--- config.mk ---
export PLATFORM = sky130hd
export DESIGN_NAME = jtframe_ram_arbn_flat
export DESIGN_NICKNAME = d
export VERILOG_FILES = /design/src/rtl/jtframe_ram_arbn_if.sv /design/src/rtl/jtframe_ram_arbn.sv /design/src/flat_wrapper.sv
export SDC_FILE = /design/constraint.sdc
export NUM_CORES = 1
export LEC_CHECK = 0
export CORE_ASPECT_RATIO = 1.75
export CORE_MARGIN = 5
export CORE_UTILIZATION = 31
export DETAILED_ROUTE_END_ITERATION = 10
export PLACE_DENSITY = 0.57
export REMOVE_ABC_BUFFERS = 1
export SYNTH_ARGS = -nofsm -noshare
export SYNTH_HDL_FRONTEND = slang
export SYNTH_SLANG_ARGS = --single-unit
--- constraint.sdc ---
create_clock -name clk -period 6.6 [get_ports clk]
set_clock_uncertainty 0.2 [all_clocks]
set_input_delay 1.32 -clock clk [delete_from_list [all_inputs] [get_ports clk]]
set_output_delay 1.32 -clock clk [all_outputs]
set_load 0.05 [all_outputs]
--- src/rtl/jtframe_ram_arbn_if.sv ---
// Signal bundle between the per-slot request modules, the SDRAM bank arbiter and the
// SDRAM controller bank port. master = arbiter side, slave = slots/controller side.
interface jtframe_ram_arbn_if #(
  parameter int SDRAMW = 22,
  parameter int SLOTS  = 6
);
  logic [SLOTS-1:0]        req;
  logic [SLOTS-1:0]        req_rnw;
  logic [SLOTS*SDRAMW-1:0] slot_addr;
  logic [SLOTS*16-1:0]     slot_din;
  logic [SLOTS*2-1:0]      slot_wrmask;
  logic [SLOTS-1:0]        slot_sel;
  logic                    sdram_ack;
  logic                    data_rdy;
  logic                    sdram_rd;
  logic                    sdram_wr;
  logic [SDRAMW-1:0]       sdram_addr;
  logic [15:0]             data_write;
  logic [1:0]              sdram_wrmask;
  logic                    timeout;

  modport master (
    input  req, req_rnw, slot_addr, slot_din, slot_wrmask, sdram_ack, data_rdy,
    output slot_sel, sdram_rd, sdram_wr, sdram_addr, data_write, sdram_wrmask, timeout
  );

  modport slave (
    output req, req_rnw, slot_addr, slot_din, slot_wrmask, sdram_ack, data_rdy,
    input  slot_sel, sdram_rd, sdram_wr, sdram_addr, data_write, sdram_wrmask, timeout
  );
endinterface

--- src/rtl/jtframe_ram_arbn.sv ---
// SDRAM bank arbiter for SLOTS request slots with per-slot write enable and a transaction watchdog.
// Define JTFRAME_RAM_ARB_RR_EN for round-robin arbitration; otherwise fixed priority, slot 0 highest.
module jtframe_ram_arbn #(
  parameter int         SDRAMW  = 22,
  parameter int         SLOTS   = 6,
  parameter logic [7:0] WRSLOTS = 8'h03,
  parameter int         TIMEOUT = 255
) (
  input  logic                 rst,
  input  logic                 clk,
  jtframe_ram_arbn_if.master   bus
);

  typedef enum logic [1:0] {IDLE, CMD, WAIT} state_t;

  localparam logic [9:0] WD_LAST = (TIMEOUT == 0) ? 10'd0 : 10'(TIMEOUT - 1);

  state_t            state, next_state;
  logic [SLOTS-1:0]  sel, next_sel;
  logic [SLOTS-1:0]  active;
  logic              rd, next_rd;
  logic              wr, next_wr;
  logic              to, next_to;
  logic [SDRAMW-1:0] addr, next_addr;
  logic [15:0]       dout, next_dout;
  logic [1:0]        mask, next_mask;
  logic [9:0]        wd, next_wd;
  logic              win_vld;
  logic              win_rnw;
  int                win_i;
`ifdef JTFRAME_RAM_ARB_RR_EN
  logic [2:0]        rr_ptr, next_ptr;
`endif

  // The slot currently owning the bank cannot win again in its own completion cycle
  assign active = bus.req & ~sel;

  always_comb begin
`ifdef JTFRAME_RAM_ARB_RR_EN
    int j;
`endif
    win_vld = 1'b0;
    win_i   = 0;
`ifdef JTFRAME_RAM_ARB_RR_EN
    j = 0;
    for (int k = 1; k <= SLOTS; k++) begin
      j = int'(rr_ptr) + k;
      if (j >= SLOTS) j = j - SLOTS;
      if (!win_vld && active[j]) begin
        win_vld = 1'b1;
        win_i   = j;
      end
    end
`else
    for (int i = SLOTS - 1; i >= 0; i--) begin
      if (active[i]) begin
        win_vld = 1'b1;
        win_i   = i;
      end
    end
`endif
    // Slots outside WRSLOTS are always treated as readers
    win_rnw = bus.req_rnw[win_i] | ~WRSLOTS[win_i];
  end

  always_comb begin
    next_state = state;
    next_sel   = sel;
    next_rd    = rd;
    next_wr    = wr;
    next_to    = 1'b0;
    next_addr  = addr;
    next_dout  = dout;
    next_mask  = mask;
    next_wd    = wd;
`ifdef JTFRAME_RAM_ARB_RR_EN
    next_ptr   = rr_ptr;
`endif
    if (state == IDLE || bus.data_rdy) begin
      next_wd = 10'd0;
      if (win_vld) begin
        next_state      = CMD;
        next_sel        = '0;
        next_sel[win_i] = 1'b1;
        next_rd         = win_rnw;
        next_wr         = ~win_rnw;
        next_addr       = bus.slot_addr[win_i*SDRAMW +: SDRAMW];
        next_dout       = bus.slot_din[win_i*16 +: 16];
        next_mask       = win_rnw ? 2'b11 : bus.slot_wrmask[win_i*2 +: 2];
`ifdef JTFRAME_RAM_ARB_RR_EN
        next_ptr        = 3'(win_i);
`endif
      end else begin
        next_state = IDLE;
        next_sel   = '0;
        next_rd    = 1'b0;
        next_wr    = 1'b0;
      end
    end else if (TIMEOUT != 0 && wd == WD_LAST) begin
      // Watchdog abort: the controller never reported completion
      next_state = IDLE;
      next_sel   = '0;
      next_rd    = 1'b0;
      next_wr    = 1'b0;
      next_to    = 1'b1;
      next_wd    = 10'd0;
    end else begin
      next_wd = wd + 10'd1;
      if (state == CMD && bus.sdram_ack) begin
        next_state = WAIT;
        next_rd    = 1'b0;
        next_wr    = 1'b0;
      end
    end
  end

  always_ff @(posedge clk) begin
    if (rst) begin
      state  <= IDLE;
      sel    <= '0;
      rd     <= 1'b0;
      wr     <= 1'b0;
      to     <= 1'b0;
      addr   <= '0;
      dout   <= 16'd0;
      mask   <= 2'b11;
      wd     <= 10'd0;
`ifdef JTFRAME_RAM_ARB_RR_EN
      rr_ptr <= 3'(SLOTS - 1);
`endif
    end else begin
      state  <= next_state;
      sel    <= next_sel;
      rd     <= next_rd;
      wr     <= next_wr;
      to     <= next_to;
      addr   <= next_addr;
      dout   <= next_dout;
      mask   <= next_mask;
      wd     <= next_wd;
`ifdef JTFRAME_RAM_ARB_RR_EN
      rr_ptr <= next_ptr;
`endif
    end
  end

  assign bus.slot_sel     = sel;
  assign bus.sdram_rd     = rd;
  assign bus.sdram_wr     = wr;
  assign bus.sdram_addr   = addr;
  assign bus.data_write   = dout;
  assign bus.sdram_wrmask = mask;
  assign bus.timeout      = to;

endmodule

--- src/flat_wrapper.sv ---
// flat-port wrapper written by rule: the top's interface ports become plain ports
module jtframe_ram_arbn_flat 
#(
  parameter int         SDRAMW  = 22,
  parameter int         SLOTS   = 6,
  parameter logic [7:0] WRSLOTS = 8'h03,
  parameter int         TIMEOUT = 255
)
  (rst, clk, bus_req, bus_req_rnw, bus_slot_addr, bus_slot_din, bus_slot_wrmask, bus_sdram_ack, bus_data_rdy, bus_slot_sel, bus_sdram_rd, bus_sdram_wr, bus_sdram_addr, bus_data_write, bus_sdram_wrmask, bus_timeout);
  jtframe_ram_arbn_if #(.SDRAMW(SDRAMW), .SLOTS(SLOTS)) bus_i ();
  input  logic rst;
  input  logic clk;
  input wire logic [$bits(bus_i.req)-1:0] bus_req;
  input wire logic [$bits(bus_i.req_rnw)-1:0] bus_req_rnw;
  input wire logic [$bits(bus_i.slot_addr)-1:0] bus_slot_addr;
  input wire logic [$bits(bus_i.slot_din)-1:0] bus_slot_din;
  input wire logic [$bits(bus_i.slot_wrmask)-1:0] bus_slot_wrmask;
  input wire logic [$bits(bus_i.sdram_ack)-1:0] bus_sdram_ack;
  input wire logic [$bits(bus_i.data_rdy)-1:0] bus_data_rdy;
  output wire logic [$bits(bus_i.slot_sel)-1:0] bus_slot_sel;
  output wire logic [$bits(bus_i.sdram_rd)-1:0] bus_sdram_rd;
  output wire logic [$bits(bus_i.sdram_wr)-1:0] bus_sdram_wr;
  output wire logic [$bits(bus_i.sdram_addr)-1:0] bus_sdram_addr;
  output wire logic [$bits(bus_i.data_write)-1:0] bus_data_write;
  output wire logic [$bits(bus_i.sdram_wrmask)-1:0] bus_sdram_wrmask;
  output wire logic [$bits(bus_i.timeout)-1:0] bus_timeout;
  assign bus_i.req = bus_req;
  assign bus_i.req_rnw = bus_req_rnw;
  assign bus_i.slot_addr = bus_slot_addr;
  assign bus_i.slot_din = bus_slot_din;
  assign bus_i.slot_wrmask = bus_slot_wrmask;
  assign bus_i.sdram_ack = bus_sdram_ack;
  assign bus_i.data_rdy = bus_data_rdy;
  assign bus_slot_sel = bus_i.slot_sel;
  assign bus_sdram_rd = bus_i.sdram_rd;
  assign bus_sdram_wr = bus_i.sdram_wr;
  assign bus_sdram_addr = bus_i.sdram_addr;
  assign bus_data_write = bus_i.data_write;
  assign bus_sdram_wrmask = bus_i.sdram_wrmask;
  assign bus_timeout = bus_i.timeout;
  jtframe_ram_arbn #(.SDRAMW(SDRAMW), .SLOTS(SLOTS), .WRSLOTS(WRSLOTS), .TIMEOUT(TIMEOUT)) u_core (.rst(rst), .clk(clk), .bus(bus_i));
endmodule
==> impl_results.md <==
- Die area: about 0.035 mm^2
- Part of the power in combinational logic: 67.8%
- Required time of the worst setup path: roughly 6.7 ns
- Most used flip-flop cell after synthesis: dfxtp_1
- Fillers: approximately 3100
- Post_cts resized: 0
- GR Overflow Total: 0
- Global-route usage over all layers: a little under a quarter
- CP endpoint kind: flop
- Largest net degree at the start of global routing: a little over 70
- Status: completed
- ANT cells: 0
- Iter 0 DRT Violations: around 810
- Wirelength, routed: roughly 42000 um
- Die Y: about 240 um
- Pwr/cell area: 234 mW/mm^2
- # hold bufs at CTS: 0
- Area grow syn2layout: 38.8%
- I/O pins: around 310
- Share of post-route cells with drive strength above 1: 16.4%
- Synthesized area: between 0.009 and 0.01 mm^2
- Critical path peak fanout: 12
- RD Place Congestion: just over 1
- First-pass GRT wire length: around 63000 um
- Vias per cell: approximately 6.1
- Die X: 143 um
- Clk buf depth: 2
- Fmax: between 150 and 200 MHz
- R2r setup slk: 2.19 ns
- TritonCTS clock tree: done
- Mapped Cells: between 1000 and 1500
- Post-synth EDFFs: 0
- Crit path kind: in2reg
- Syn_area_per_cell: 9.36 um^2
- Asr flop ratio synth: 0%
- Setup Total Neg Slack: 0 ns
- Final-stage net count: around 1500
- Worst hold path class: reg2reg
- WL per Instance: between 20 and 30 um
- Worst path most repeated cell: inv_1
- Critical Path AT: approximately 5.4 ns
- Worst skew pair latency: 0.37 ns
- Number of CTS-inserted buffers: 9
- Initial Util: 31.3%
- CP startpoint kind: primary input
- Worst r2r dst: u_core.bus.sdram_addr[7]$_SDFFE_PP0P_
- Initial antenna violation count: 0
- Detail Route Antenna Nets: 0
- Placed instance area: 0.0130 mm^2
- Max Cap Violations: 0
- Max VDD drop: approximately 0.14 mV
- Fin. Hold Viols: 0
- Final worst path period need: approximately 5.4 ns
- Clock root buffer: clkbuf_16
- Seq/Total Area, Yosys: roughly 13%
- Seq cells post-synth: a little over 60
- # H-tree levels: 3
- Leakage: around 4.7 nW
- CTS Sinks: 61
- CP peak stage delay: 0.73 ns
- Fin. max-slew vios: 0
- Final period utilization: around 80%
- Switching Power: around 1.5 mW
- Critical Path Sink: u_core.bus.sdram_addr[7]$_SDFFE_PP0P_
- PortBufs: 304
- Clk network pwr share: between 15 and 20%
- Final instance area: roughly 0.013 mm^2
- RSZ-0062 raised after global routing: no
- Launch point of the worst reg-to-reg path: u_core.bus.slot_sel[1]$_SDFFE_PP0N_
- Rel. slew slack: a little under two fifths
- DRC: 0
- Slowest CP cell: nor2_1
- CP Cell Sequence: clkdlybuf4s50_1, nand2b_1, nand4_1, a21oi_4, ha_1, inv_1, ha_4, inv_1, fa_1, xnor2_2, buf_4, nor2_1, a221o_1, a211oi_1, a2111oi_2
- Routed vias: 10100
- CTS clk-pin slew, worst paths: 0.06 ns
- Cells on worst reg2reg path: 14
- Postcts setup bufs: 0
- Final setup fails: 0
- Switching share of power: 46.9%
- CP startpoint: bus_req[1]
- Post-synth cell types: 66
- Vias in the first global route: ~11000
- Core outline area: between 0.03 and 0.04 mm^2
- DR pass1 iterations: 5
- Placed wire-length estimate: 33200 um
- Sequential power share: roughly 16%
- Pint: ~1.7 mW
- Worst-Margin Slew: 0.938 ns
- Ys Warns: 0
- FP Rows: between 80 and 90
final cells by class:
cell class	instances	area, um^2	share of cell area (%)
multi-input combinational	853	7870	59.2
timing repair buffer	338	3350	25.2
sequential	61	1220	9.19
tap	391	489	3.68
clock buffer	9	225	1.69
clock inverter	7	81.3	0.612
inverter	13	56.3	0.424
synthesized netlist by cell type (7+ instances only):
master	count	area (um^2)
mux2i_1	90	901
mux4_1	8	210
a311o_1	17	170
clkbuf_1	47	176
a32oi_1	13	114
a21oi_1	60	300
buf_6	9	101
buf_2	20	100
nor2_1	50	188
a32o_1	7	70.1
o211ai_1	13	97.6
nor3_1	13	65.1
nand3_1	65	325
inv_1	12	45.0
a221o_1	7	70.1
dfxtp_1	61	1220
mux2_2	8	90.1
a221oi_1	13	114
ha_1	12	150
a22oi_1	21	158
nor2b_1	9	56.3
a22o_1	8	70.1
nand2_1	188	706
mux4_2	137	3090
a31oi_1	9	56.3
o21ai_0	21	105
buf_1	15	56.3
xor2_1	9	78.8
per-stage QoR:
step / setup slack, ns / total power, mW / cells / hold slack [ns] / utilization (%)
detailed placement: 0.924 / 2.58 / 1656 / 0.248 / 42.4
global placement: 1.11 / 2.59 / 1656 / 0.243 / 42.4
global route: 1.11 / 3.25 / 1672 / 0.273 / 43.4
finish: 1.23 / 3.11 / 1672 / 0.256 / 43.4
CTS: 1.31 / 3.11 / 1672 / 0.254 / 43.4
floorplan: -2.34 / 1.90 / 927 / 0.260 / -
cells by family after synthesis:
kind of cell / after synthesis / synth area share, %
compound gates: 227 / 17.2
simple gates: 358 / 16.6
mux: 243 / 44.7
buf+inv: 109 / 5.83
fa+ha+maj: 13 / 1.78
xor+xnor: 12 / 1.10
flops: 61 / 12.7
placed cells by master, fill, tap and decap left out, drive strengths merged, types with 9 or more instances in the layout:
master,count
a32oi,13
a311o,17
buf,34
o211ai,14
mux2i,90
nor2b,10
xor2,9
clkbuf,9
a22oi,21
inv,15
o21ai,22
nand2,189
a221oi,13
nor3,13
a21oi,60
a31oi,9
mux4,145
dfxtp,61
clkdlybuf4s50,304
ha,12
nor2,50
nand3,65
power by group through the flow:
| stage | combinational [mW] | clock, mW | sequential (mW) |
|---|---|---|---|
| after global placement | 2.10 | 0 | 0.495 |
| after CTS | 2.10 | 0.523 | 0.486 |
| after floorplan | 1.23 | 0 | 0.671 |
| after detailed placement | 2.09 | 0 | 0.493 |
| final | 2.11 | 0.516 | 0.487 |
| after global routing | 2.22 | 0.536 | 0.492 |
worst max-delay path, delay by kind of cell:
family                   cells  cell delay, ns
AND/OR/NAND/NOR              3            1.19
AO/OA/AOI/OAI                4            0.97
adder cells (fa/ha/maj)      3            0.90
buffers and inverters        4            0.79
XOR/XNOR                     1            0.25
flip-flops by register name (all words and copies together) (netlist names):
signal / cells
u_core.wd: 10
u_core.bus.data_write: 16
u_core.bus.sdram_addr: 22
u_core.bus.sdram_wrmask: 2
u_core.state: 2
u_core.bus.sdram_wr: 1
u_core.bus.slot_sel: 6
u_core.bus.sdram_rd: 1
u_core.bus.timeout: 1
worst min path at each step:
| stage | from | cells past startpoint | end |
|---|---|---|---|
| 2_1_floorplan | u_core.state[1]$_SDFFE_PP0P_ | 2 | u_core.state[1]$_SDFFE_PP0P_ |
| 3_3_place_gp | u_core.bus.data_write[13]$_SDFFE_PP0P_ | 2 | u_core.bus.data_write[13]$_SDFFE_PP0P_ |
| 3_5_place_dp | u_core.bus.sdram_addr[18]$_SDFFE_PP0P_ | 2 | u_core.bus.sdram_addr[18]$_SDFFE_PP0P_ |
| 4_1_cts | u_core.bus.data_write[15]$_SDFFE_PP0P_ | 2 | u_core.bus.data_write[15]$_SDFFE_PP0P_ |
| 5_1_grt | u_core.bus.data_write[15]$_SDFFE_PP0P_ | 2 | u_core.bus.data_write[15]$_SDFFE_PP0P_ |
| 6_report | u_core.bus.data_write[15]$_SDFFE_PP0P_ | 2 | u_core.bus.data_write[15]$_SDFFE_PP0P_ |
per-layer routing:
layer | global-route usage [%] | vias to the layer above | wire, um
met3 | 4.23 | 124 | 2840
li1 | - | 4594 | -
met5 | 0 | - | 0
met2 | 43.8 | 493 | 22500
met1 | 24.7 | 4906 | 14200
met4 | 11.8 | 0 | 2430
No activity file was read; power rests on OpenSTA's default activity.
